<file path="config.mk">
export PLATFORM = sky130hd
export DESIGN_NAME = gvt_sequencer
export DESIGN_NICKNAME = d
export VERILOG_FILES = /design/src/rtl/chronos_pkg.sv /design/src/rtl/vt_min.sv /design/src/rtl/gvt_sequencer.sv
export SDC_FILE = /design/constraint.sdc
export NUM_CORES = 2
export LEC_CHECK = 0
export BUFFER_PORTS_ARGS = -buffer_cell sky130_fd_sc_hd__clkbuf_2
export CAP_MARGIN = 20
export CORE_ASPECT_RATIO = 0.5
export CORE_MARGIN = 10
export CORE_UTILIZATION = 35
export DETAILED_ROUTE_END_ITERATION = 8
export HOLD_SLACK_MARGIN = 0.03
export PLACE_DENSITY = 0.61
export SYNTH_ARGS = -nofsm -noshare
export SYNTH_HDL_FRONTEND = slang
export SYNTH_SLANG_ARGS = --single-unit
</file>
<file path="constraint.sdc">
create_clock -name clk -period 10 [get_ports clk]
set_input_delay 1 -clock clk [delete_from_list [all_inputs] [get_ports clk]]
set_output_delay 1 -clock clk [all_outputs]
set_load 0.05 [all_outputs]
</file>
<file path="src/rtl/chronos_pkg.sv">
// Shared chronos definitions for the GVT sequencer: the virtual-time record,
// its infinity value and the sequencer FSM state encoding.
`timescale 1ns/1ps
package chronos_pkg;

    // Virtual time at the default widths: timestamp first, tiebreaker second.
    // Ordering is lexicographic, so {ts,tb} compares as one unsigned vector.
    typedef struct packed {
        logic [31:0] ts;
        logic [31:0] tb;
    } vt_t;

    // All-ones is "infinity"; it simply loses every comparison.
    localparam vt_t VT_INF = '{ts: '1, tb: '1};

    typedef enum logic [2:0] {
        IDLE    = 3'd0,
        REQ     = 3'd1,
        COLLECT = 3'd2,
        REDUCE  = 3'd3,
        PUBLISH = 3'd4
    } gvt_state_t;

endpackage

</file>
<file path="src/rtl/vt_min.sv">
// Combinational lexicographic minimum of two virtual times. a wins only when
// strictly smaller, so equal inputs return b.
`timescale 1ns/1ps
module vt_min #(
    parameter int TS_WIDTH = 32,
    parameter int TB_WIDTH = 32
) (
    input  logic [TS_WIDTH-1:0] a_ts,
    input  logic [TB_WIDTH-1:0] a_tb,
    input  logic [TS_WIDTH-1:0] b_ts,
    input  logic [TB_WIDTH-1:0] b_tb,
    output logic [TS_WIDTH-1:0] min_ts,
    output logic [TB_WIDTH-1:0] min_tb,
    output logic                a_lt_b
);

    // Timestamp decides first; the tiebreaker only matters on equal timestamps.
    always_comb begin
        a_lt_b = (a_ts < b_ts) || ((a_ts == b_ts) && (a_tb < b_tb));
        min_ts = a_lt_b ? a_ts : b_ts;
        min_tb = a_lt_b ? a_tb : b_tb;
    end

endmodule

</file>
<file path="src/rtl/gvt_sequencer.sv">
// GVT sequencer: periodically broadcasts an LVT request, collects one response
// per tile, reduces them serially to the lexicographic minimum and publishes it.
// Optional macro GVT_MONOTONIC_CHECK_EN: refuse to publish a GVT that moves
// backwards and raise the sticky gvt_err flag instead.
`timescale 1ns/1ps
module gvt_sequencer
    import chronos_pkg::*;
#(
    parameter int N_TILES        = 8,
    parameter int TS_WIDTH       = 32,
    parameter int TB_WIDTH       = 32,
    parameter int EPOCH_WIDTH    = 8,
    parameter int LOG_GVT_PERIOD = 5
) (
    input  logic                               clk,
    input  logic                               rstn,
    input  logic                               gvt_hold,
    output logic                               lvt_req,
    input  logic [N_TILES-1:0]                 tile_lvt_valid,
    input  logic [N_TILES-1:0][TS_WIDTH-1:0]   tile_lvt_ts,
    input  logic [N_TILES-1:0][TB_WIDTH-1:0]   tile_lvt_tb,
    output logic [TS_WIDTH-1:0]                gvt_ts,
    output logic [TB_WIDTH-1:0]                gvt_tb,
    output logic                               gvt_valid,
    output logic [EPOCH_WIDTH-1:0]             gvt_epoch,
    output logic                               gvt_err
);

    localparam int                IDX_W    = (N_TILES > 1) ? $clog2(N_TILES) : 1;
    localparam logic [IDX_W-1:0]  LAST_IDX = IDX_W'(N_TILES - 1);

    gvt_state_t                       state;
    logic [LOG_GVT_PERIOD-1:0]        period_cnt;
    logic [N_TILES-1:0]               done;
    logic [N_TILES-1:0][TS_WIDTH-1:0] lat_ts;
    logic [N_TILES-1:0][TB_WIDTH-1:0] lat_tb;
    logic [IDX_W-1:0]                 idx;
    logic [TS_WIDTH-1:0]              min_ts;
    logic [TB_WIDTH-1:0]              min_tb;
    logic [TS_WIDTH-1:0]              scan_ts;
    logic [TB_WIDTH-1:0]              scan_tb;
    logic                             reduce_lt_unused;

    // Running minimum against the tile currently selected by the scan index.
    vt_min #(.TS_WIDTH(TS_WIDTH), .TB_WIDTH(TB_WIDTH)) u_reduce (
        .a_ts   (lat_ts[idx]),
        .a_tb   (lat_tb[idx]),
        .b_ts   (min_ts),
        .b_tb   (min_tb),
        .min_ts (scan_ts),
        .min_tb (scan_tb),
        .a_lt_b (reduce_lt_unused)
    );

`ifdef GVT_MONOTONIC_CHECK_EN
    logic                err_q;
    logic                regress;
    logic [TS_WIDTH-1:0] chk_ts_unused;
    logic [TB_WIDTH-1:0] chk_tb_unused;

    // A new minimum strictly below the published GVT is a regression.
    vt_min #(.TS_WIDTH(TS_WIDTH), .TB_WIDTH(TB_WIDTH)) u_check (
        .a_ts   (min_ts),
        .a_tb   (min_tb),
        .b_ts   (gvt_ts),
        .b_tb   (gvt_tb),
        .min_ts (chk_ts_unused),
        .min_tb (chk_tb_unused),
        .a_lt_b (regress)
    );

    assign gvt_err = err_q;
`else
    assign gvt_err = 1'b0;
`endif

    // Round sequencing FSM with all outputs registered. gvt_hold is only
    // looked at in IDLE, so a round in flight always runs to completion.
    always_ff @(posedge clk) begin
        if (!rstn) begin
            state      <= IDLE;
            period_cnt <= '0;
            done       <= '0;
            lat_ts     <= '0;
            lat_tb     <= '0;
            idx        <= '0;
            min_ts     <= '1;
            min_tb     <= '1;
            lvt_req    <= 1'b0;
            gvt_ts     <= '0;
            gvt_tb     <= '0;
            gvt_valid  <= 1'b0;
            gvt_epoch  <= '0;
`ifdef GVT_MONOTONIC_CHECK_EN
            err_q      <= 1'b0;
`endif
        end else begin
            case (state)
                IDLE: begin
                    if (!gvt_hold) begin
                        if (period_cnt == '1) begin
                            period_cnt <= '0;
                            lvt_req    <= 1'b1;
                            state      <= REQ;
                        end else begin
                            period_cnt <= period_cnt + 1'b1;
                        end
                    end
                end
                REQ: begin
                    lvt_req <= 1'b0;
                    done    <= '0;
                    state   <= COLLECT;
                end
                COLLECT: begin
                    // First response per tile wins; repeats are dropped.
                    for (int i = 0; i < N_TILES; i++) begin
                        if (tile_lvt_valid[i] && !done[i]) begin
                            lat_ts[i] <= tile_lvt_ts[i];
                            lat_tb[i] <= tile_lvt_tb[i];
                            done[i]   <= 1'b1;
                        end
                    end
                    if (&done) begin
                        idx    <= '0;
                        min_ts <= '1;
                        min_tb <= '1;
                        state  <= REDUCE;
                    end
                end
                REDUCE: begin
                    min_ts <= scan_ts;
                    min_tb <= scan_tb;
                    idx    <= idx + 1'b1;
                    if (idx == LAST_IDX) begin
                        state <= PUBLISH;
                    end
                end
                PUBLISH: begin
`ifdef GVT_MONOTONIC_CHECK_EN
                    if (gvt_valid && regress) begin
                        err_q <= 1'b1;
                    end else begin
                        gvt_ts <= min_ts;
                        gvt_tb <= min_tb;
                    end
`else
                    gvt_ts <= min_ts;
                    gvt_tb <= min_tb;
`endif
                    gvt_valid <= 1'b1;
                    gvt_epoch <= gvt_epoch + 1'b1;
                    state     <= IDLE;
                end
                default: state <= IDLE;
            endcase
        end
    end

endmodule

</file>
# After elaboration in Yosys (flattened, before gate mapping)
# Cells that the tools add are included.
dict set report word_totals {
  wordCells 134
  ff_bits 669
  in_bits 523
  out_inout_bits 75
}
dict set report op_classes {
  reduce_logical 44
  bitwise 1
  muxes 29
  magnitude_cmp 3
  addsub 3
  eq_ne 20
}
# cell n
set op_table {}
lappend op_table {{32-bit binary-select mux with 3-bit select} 2}
lappend op_table {{32-bit two-way mux} 5}
lappend op_table {{32-bit case mux with 2 select lines} 2}
lappend op_table {{32-bit < comparator} 2}
lappend op_table {{2-bit AND reduction} 18}
lappend op_table {{32-bit equality test} 1}
lappend op_table {{2-bit inequality test (second input constant)} 13}
lappend op_table {{8-bit case mux with 2 select lines} 1}
lappend op_table {{3-bit two-way mux} 5}
lappend op_table {{3-bit case mux with 4 select lines} 1}
lappend op_table {{1-bit two-way mux} 10}
lappend op_table {{1-bit logical AND} 9}
lappend op_table {{8-bit by 1-bit adder with 8-bit output (second input constant)} 1}
lappend op_table {{1-bit logical NOT} 8}
lappend op_table {{8-bit AND reduction} 1}
lappend op_table {{3-bit by 2-bit equality test with 1-bit output (second input constant)} 2}
lappend op_table {{3-bit equality test (second input constant)} 2}
lappend op_table {{3-bit case mux with 2 select lines} 1}
lappend op_table {{3-bit AND reduction} 2}
lappend op_table {{2-bit nonzero test} 3}
lappend op_table {{5-bit by 1-bit adder with 5-bit output (second input constant)} 1}
lappend op_table {{5-bit equality test (second input constant)} 1}
lappend op_table {{5-bit two-way mux} 1}
lappend op_table {{3-bit by 4-bit < comparator with 1-bit output (second input constant)} 1}
lappend op_table {{other kinds (7)} 7}

# Logic depth before layout (Yosys ltp)
dict set report depth {
  ltp_word 7
  mapped_depth 14
  ltp_nobuf 9
}

# Hierarchy
# From an unflattened synthesis, not the netlist that was laid out.
dict set report hier_totals {
  hier_cells 3563
  area_unflattened_um2 31137.4
}
# module area_each_um2 instances seq_area_each_um2 cells_per_inst
set modules_own_cells {}
lappend modules_own_cells {gvt_sequencer 28586.2 1 13392.8 3270}
lappend modules_own_cells {vt_min 2551.2 1 0.0 293}

# Worst setup path after synthesis
# Ideal clock, no wire load.
dict set report synth_path {
  path_type {reg-to-reg}
  start {register idx[0]}
  end {register min_tb[10]}
  setup_time_ns 0.072
  synth_period_minus_slack_ns 3.928
  n_path_buf 5
  t_required_ns 9.928
  stages_incl_launch_ff 15
  arrival_time_ns 3.856
  slack_ns 6.072
  path_cell_list {dfxtp_1 -> buf_2 -> buf_4 -> buf_2 -> mux4_2 -> mux2_2 -> ha_1 -> nand4_2 -> or4_4 -> a2111oi_2 -> o2111ai_1 -> o21ai_2 -> buf_12 -> buf_12 -> mux2i_1}
}
dict set report synth_via {
  elab_chain_cells 7
  elab_cells_between_ends 13
  classes_between {order compare (2); eq/ne (2); mux (6); reduce/logical (3)}
}
# item line_no
set synth_lines {}
lappend synth_lines {{from (decl)} gvt_sequencer.sv:37} ;# logic [IDX_W-1:0] idx;
lappend synth_lines {{from (signal assigned)} gvt_sequencer.sv:134} ;# idx <= idx + 1'b1;
lappend synth_lines {{32-bit binary-select mux with 3-bit select, on equally long branches} {gvt_sequencer.sv:47, gvt_sequencer.sv:46}}
lappend synth_lines {{32-bit two-way mux, on equally long branches} {gvt_sequencer.sv:47, gvt_sequencer.sv:46}}
lappend synth_lines {{32-bit < comparator or 32-bit equality test (tied branches)} vt_min.sv:19} ;# a_lt_b = (a_ts < b_ts) || ((a_ts == b_ts) && (a_tb < b_tb));
lappend synth_lines {{1-bit logical AND} vt_min.sv:19}
lappend synth_lines {{1-bit logical OR} vt_min.sv:19}
lappend synth_lines {{2-bit inequality test (no line)} -}
lappend synth_lines {{3-bit AND reduction (no line)} -}
lappend synth_lines {{to (signal assigned)} gvt_sequencer.sv:133} ;# min_tb <= scan_tb;
lappend synth_lines {{to (decl)} gvt_sequencer.sv:39} ;# logic [TB_WIDTH-1:0] min_tb;
# Several ways; a longest one is shown, not always the timed one. The select of a mux whose other input is x is not followed.
# A chain may end at the register's enable or synchronous reset.

# Worst setup path after layout
dict set report layout_path {
  start {register idx[0]}
  end {register min_ts[20]}
}
dict set report layout_via {
  elab_chain_cells 7
  elab_cells_between_ends 13
  classes_between {order compare (2); eq/ne (2); mux (6); reduce/logical (3)}
}
# item line_no
set layout_lines {}
lappend layout_lines {{32-bit binary-select mux with 3-bit select, on equally long branches} {gvt_sequencer.sv:47, gvt_sequencer.sv:46}}
lappend layout_lines {{32-bit two-way mux, on equally long branches} {gvt_sequencer.sv:47, gvt_sequencer.sv:46}}
lappend layout_lines {{32-bit < comparator or 32-bit equality test (tied branches)} vt_min.sv:19}
lappend layout_lines {{1-bit logical AND} vt_min.sv:19}
lappend layout_lines {{1-bit logical OR} vt_min.sv:19}
lappend layout_lines {{2-bit inequality test (no line)} -}
lappend layout_lines {{3-bit AND reduction (no line)} -}
lappend layout_lines {{to (signal assigned)} gvt_sequencer.sv:132} ;# min_ts <= scan_ts;
lappend layout_lines {{to (decl)} gvt_sequencer.sv:38} ;# logic [TS_WIDTH-1:0] min_ts;
# Several ways; a longest one is shown, not always the timed one. The select of a mux whose other input is x is not followed.

==> results by group <==
Status
  – Status: complete, no violations

Timing
  – Final critical-path share of the clock period: 62.7%
  – Slew HR: 5.74%
  – Number of slew-limit violations in the final report: 0
  – Setup ws final: 3.73 ns
  – Setup TNS: 0 ns
  – Final critical delay including setup and external delays: 6.27 ns
  – RSZ-0062 raised after global routing: no
  – Measured slew at the worst slew-check pin: 1.41 ns
  – Final-report setup violation count: 0
  – Total count of hold-check failures in the final report: 0
  – Achievable Freq: 0.160 GHz
  – Clock skew: 0.0316 ns

Min path
  – Worst hold-check path type: reg -> reg

Critical path
  – Worst Setup Start Kind: flip-flop
  – Data required time of the critical path: 10.53 ns
  – Worst setup path category: reg -> reg
  – Library cell appearing most often on the critical path: buf_4
  – Critical path's slowest cell: dfxtp_4
  – Sequence of cells on the critical path: buf_4, mux4_2, mux2_2, ha_1, nand4_1, or4b_1, a2111oi_2, o2111ai_1, o21ai_4, buf_4, mux2i_1
  – Maximum single-stage delay on the critical path: 0.87 ns
  – Type of element capturing the critical path: flip-flop
  – Maximum fanout along the worst path: 48
  – Arrival @ worst endpoint: 6.80 ns

Clock network
  – Inserted Clock Buffers: 67
  – Root buf cell: clkbuf_16
  – Clock-pin slew reported for the worst setup and hold paths after clock tree synthesis: 0.06 ns
  – Number of levels in the clock H-tree: 3
  – Maximum clock insertion buffer count: 3
  – CTS tree: built
  – Number of setup buffers added after CTS: 0
  – Count of hold-fix buffers inserted at cts: 0
  – Number of gates resized after cts: 0
  – Insertion delay of the later-clocked pin in the worst-skew pair: 0.63 ns
  – Clk sinks: 669

Drt
  – Remaining antenna violation count after routing: 0
  – Wirelength per Cell: 22.5 um
  – Detailed-routing iteration count for the pre-antenna-repair pass: 5
  – Starting DRT DRC Count: 1845
  – Vias after detailed routing: 26.2k
  – Post-detailed-route DRC marker count: 0
  – Via density per instance: 5.25
  – Total Wirelength: 112000 um

Placement
  – HPWL Detailed: 78200 um
  – Place WS: 3.66 ns
  – Input/output buffers: 596
  – Weighted congestion reported at the end of routability-driven placement: 0.880
  – Number of cells after detailed placement: 4864

Logic synthesis
  – Prevailing post-synth register cell: dfxtp_1
  – Yosys top cell by area: dfxtp_1
  – Average cell area after synthesis: 8.51 um^2
  – Yosys warnings: 0
  – Async set-or-reset flop fraction in the synthesized netlist: 0%
  – Leading cell types by total area after synthesis: dfxtp_1 (47%), nand2_1 (15%), a21oi_1 (11%)
  – Post-synth top cells: nand2_1 (1182), dfxtp_1 (669), a21oi_1 (605)
  – Portion of the post-synthesis area used by sequential elements: 46.6%
  – Post-Synthesis Cell Area: 0.0288 mm^2
  – Number of flops mapped to enable cells by yosys: 0
  – Net count after synthesis: 3971
  – Area fraction of the dominant cell type after synthesis: 46.6%
  – Top-count cell post-synth: nand2_1
  – Number of register bits inferred by synthesis: 669
  – Number of distinct library cells after synthesis: 57
  – Mapped Cells: 3380

Cells and area
  – Storage cell area: 0.0134 mm^2
  – Multi-input gate area in the final layout: 0.0141 mm^2
  – Filler Cells Inserted: 8218
  – Fraction of layout cells with a size suffix above 1: 24.4%
  – Count of nets after finishing: 4423
  – Non-filler cells in the finished layout: 4993
  – Growth of design area from synthesis to finish: 20.5%

Floorplan
  – Die footprint: 0.0948 mm^2
  – Chip Width: 425 um
  – Core Area: 0.0816 mm^2
  – Cell Rows: 74
  – Die extent in y: 223 um
  – Initial cell density of the core: 35.3%
  – Num ports: 598

Pwr
  – Part of the total power dissipated in sequential elements: 49.2%
  – Worst VDD drop: 0.000110 V
  – Combinational group share of total power: 3.4%
  – Pwr per Cell Area: 156 mW/mm^2
  – Clock network power share: 47.4%
  – Leakage power total: 13.3 nW
  – Internal power of the cells: 0.00422 W
  – Switching Fraction: 22.1%
  – Switching power: 0.00120 W

Global routing
  – Overall routing resource usage: 22.5%
  – Initial antenna violation count: 24
  – First-pass GRT wire length: 163000 um
  – Via count of the first global-routing pass: 27.0k
  – Largest net degree at the start of global routing: 260
  – Global-route congestion overflow total: 0

Flow run
  – Max_cap viols: 0
## worst max-delay path, delay by kind of cell (launching register included)
family | cells | cell delay [ns]
compound gates | 3 | 1.18
fa+ha+maj | 1 | 0.35
buf+inv | 2 | 1.63
flops | 1 | 0.87
mux | 3 | 1.18
simple gates | 2 | 0.85
## power groups by stage
stage	Sequential [W]	Combinational (W)	Clock, W
6_report	0.00266	0.000185	0.00256
4_1_cts	0.00266	0.000185	0.00260
2_1_floorplan	0.00273	0.0000516	0
5_1_grt	0.00266	0.000198	0.00271
3_3_place_gp	0.00272	0.000183	0
3_5_place_dp	0.00272	0.000184	0
## final timing paths
path                from           to  slack, ns  cells past startpoint
max               idx[0]   min_ts[20]       3.73                     11
min          lat_ts[192]  lat_ts[192]       0.45                      2
max reg2reg       idx[0]   min_ts[20]       3.73                     11
min reg2reg  lat_ts[192]  lat_ts[192]       0.45                      2
## kinds of logic after synthesis
family,synth area share (%)
buffers and inverters,4.66
adders and majority gates,2.96
AOI/OAI and AO/OA,11.7
xor gates and xnor gates,0.213
and+or+nand+nor,19.2
other,0.0130
muxes,14.8
DFF,46.6
## registers in the layout, summed over array words and instances (netlist names)
| signal | flops |
|---|---|
| lat_tb | 256 |
| lat_ts | 256 |
| gvt_tb | 32 |
| gvt_ts | 32 |
| min_tb | 32 |
| min_ts | 32 |
| done | 8 |
| gvt_epoch | 8 |
| period_cnt | 5 |
| idx | 3 |
| state | 3 |
| gvt_valid | 1 |
| lvt_req | 1 |
## routing by layer
layer / GRT usage (%) / routed length [um] / up-vias / share of wire, %
li1: - / - / 12200 / -
met1: 24.0 / 41100 / 12800 / 37
met5: 0 / 161 / - / 0.14
met2: 41.0 / 58200 / 806 / 52
met4: 13.9 / 7090 / 26 / 6.3
met3: 3.89 / 5620 / 300 / 5.0
## through the flow
step	cell area, um^2	total power [W]	utilization, %	hold WS (ns)
4_1_cts	34600	0.00545	42.4	0.452
5_1_grt	34700	0.00557	42.5	0.468
3_5_place_dp	32400	0.00291	39.8	0.445
3_3_place_gp	32400	0.00291	39.8	0.440
6_report	34700	0.00541	42.5	0.451
2_1_floorplan	28800	0.00278	-	0.433
## cell usage in the layout, fill, tap and decap left out, types with 3 or more instances in the layout
cell	instances
nand2b_1	4
xor2_1	5
nor3b_2	8
clkbuf_1	15
a21oi_1	605
o21ai_0	21
buf_4	37
a211oi_1	4
and2_1	3
inv_6	5
clkbuf_8	8
o211ai_1	3
clkbuf_2	596
nand2_1	1180
inv_1	64
bufinv_16	6
mux2i_1	66
diode_2	13
mux2_2	63
nor2_1	154
mux4_2	128
nand3b_1	8
nand3_1	5
a31oi_1	4
ha_1	68
dfxtp_1	666
and3_1	3
nand4_1	19
dfxtp_4	3
clkbuf_16	68
nor3_1	3
clkinv_2	9
## area by class of cell
type | instances | share of cell area [%]
Timing Repair Buffer | 636 | 9.60
Sequential cell | 669 | 38.7
Clock inverter | 24 | 0.892
Inverter | 65 | 0.726
Clock buffer | 91 | 5.39
Tap cell | 1102 | 3.98
Antenna cell | 13 | 0.0939
Multi-Input combinational cell | 2393 | 40.6
No activity file was read; power rests on OpenSTA's default activity.
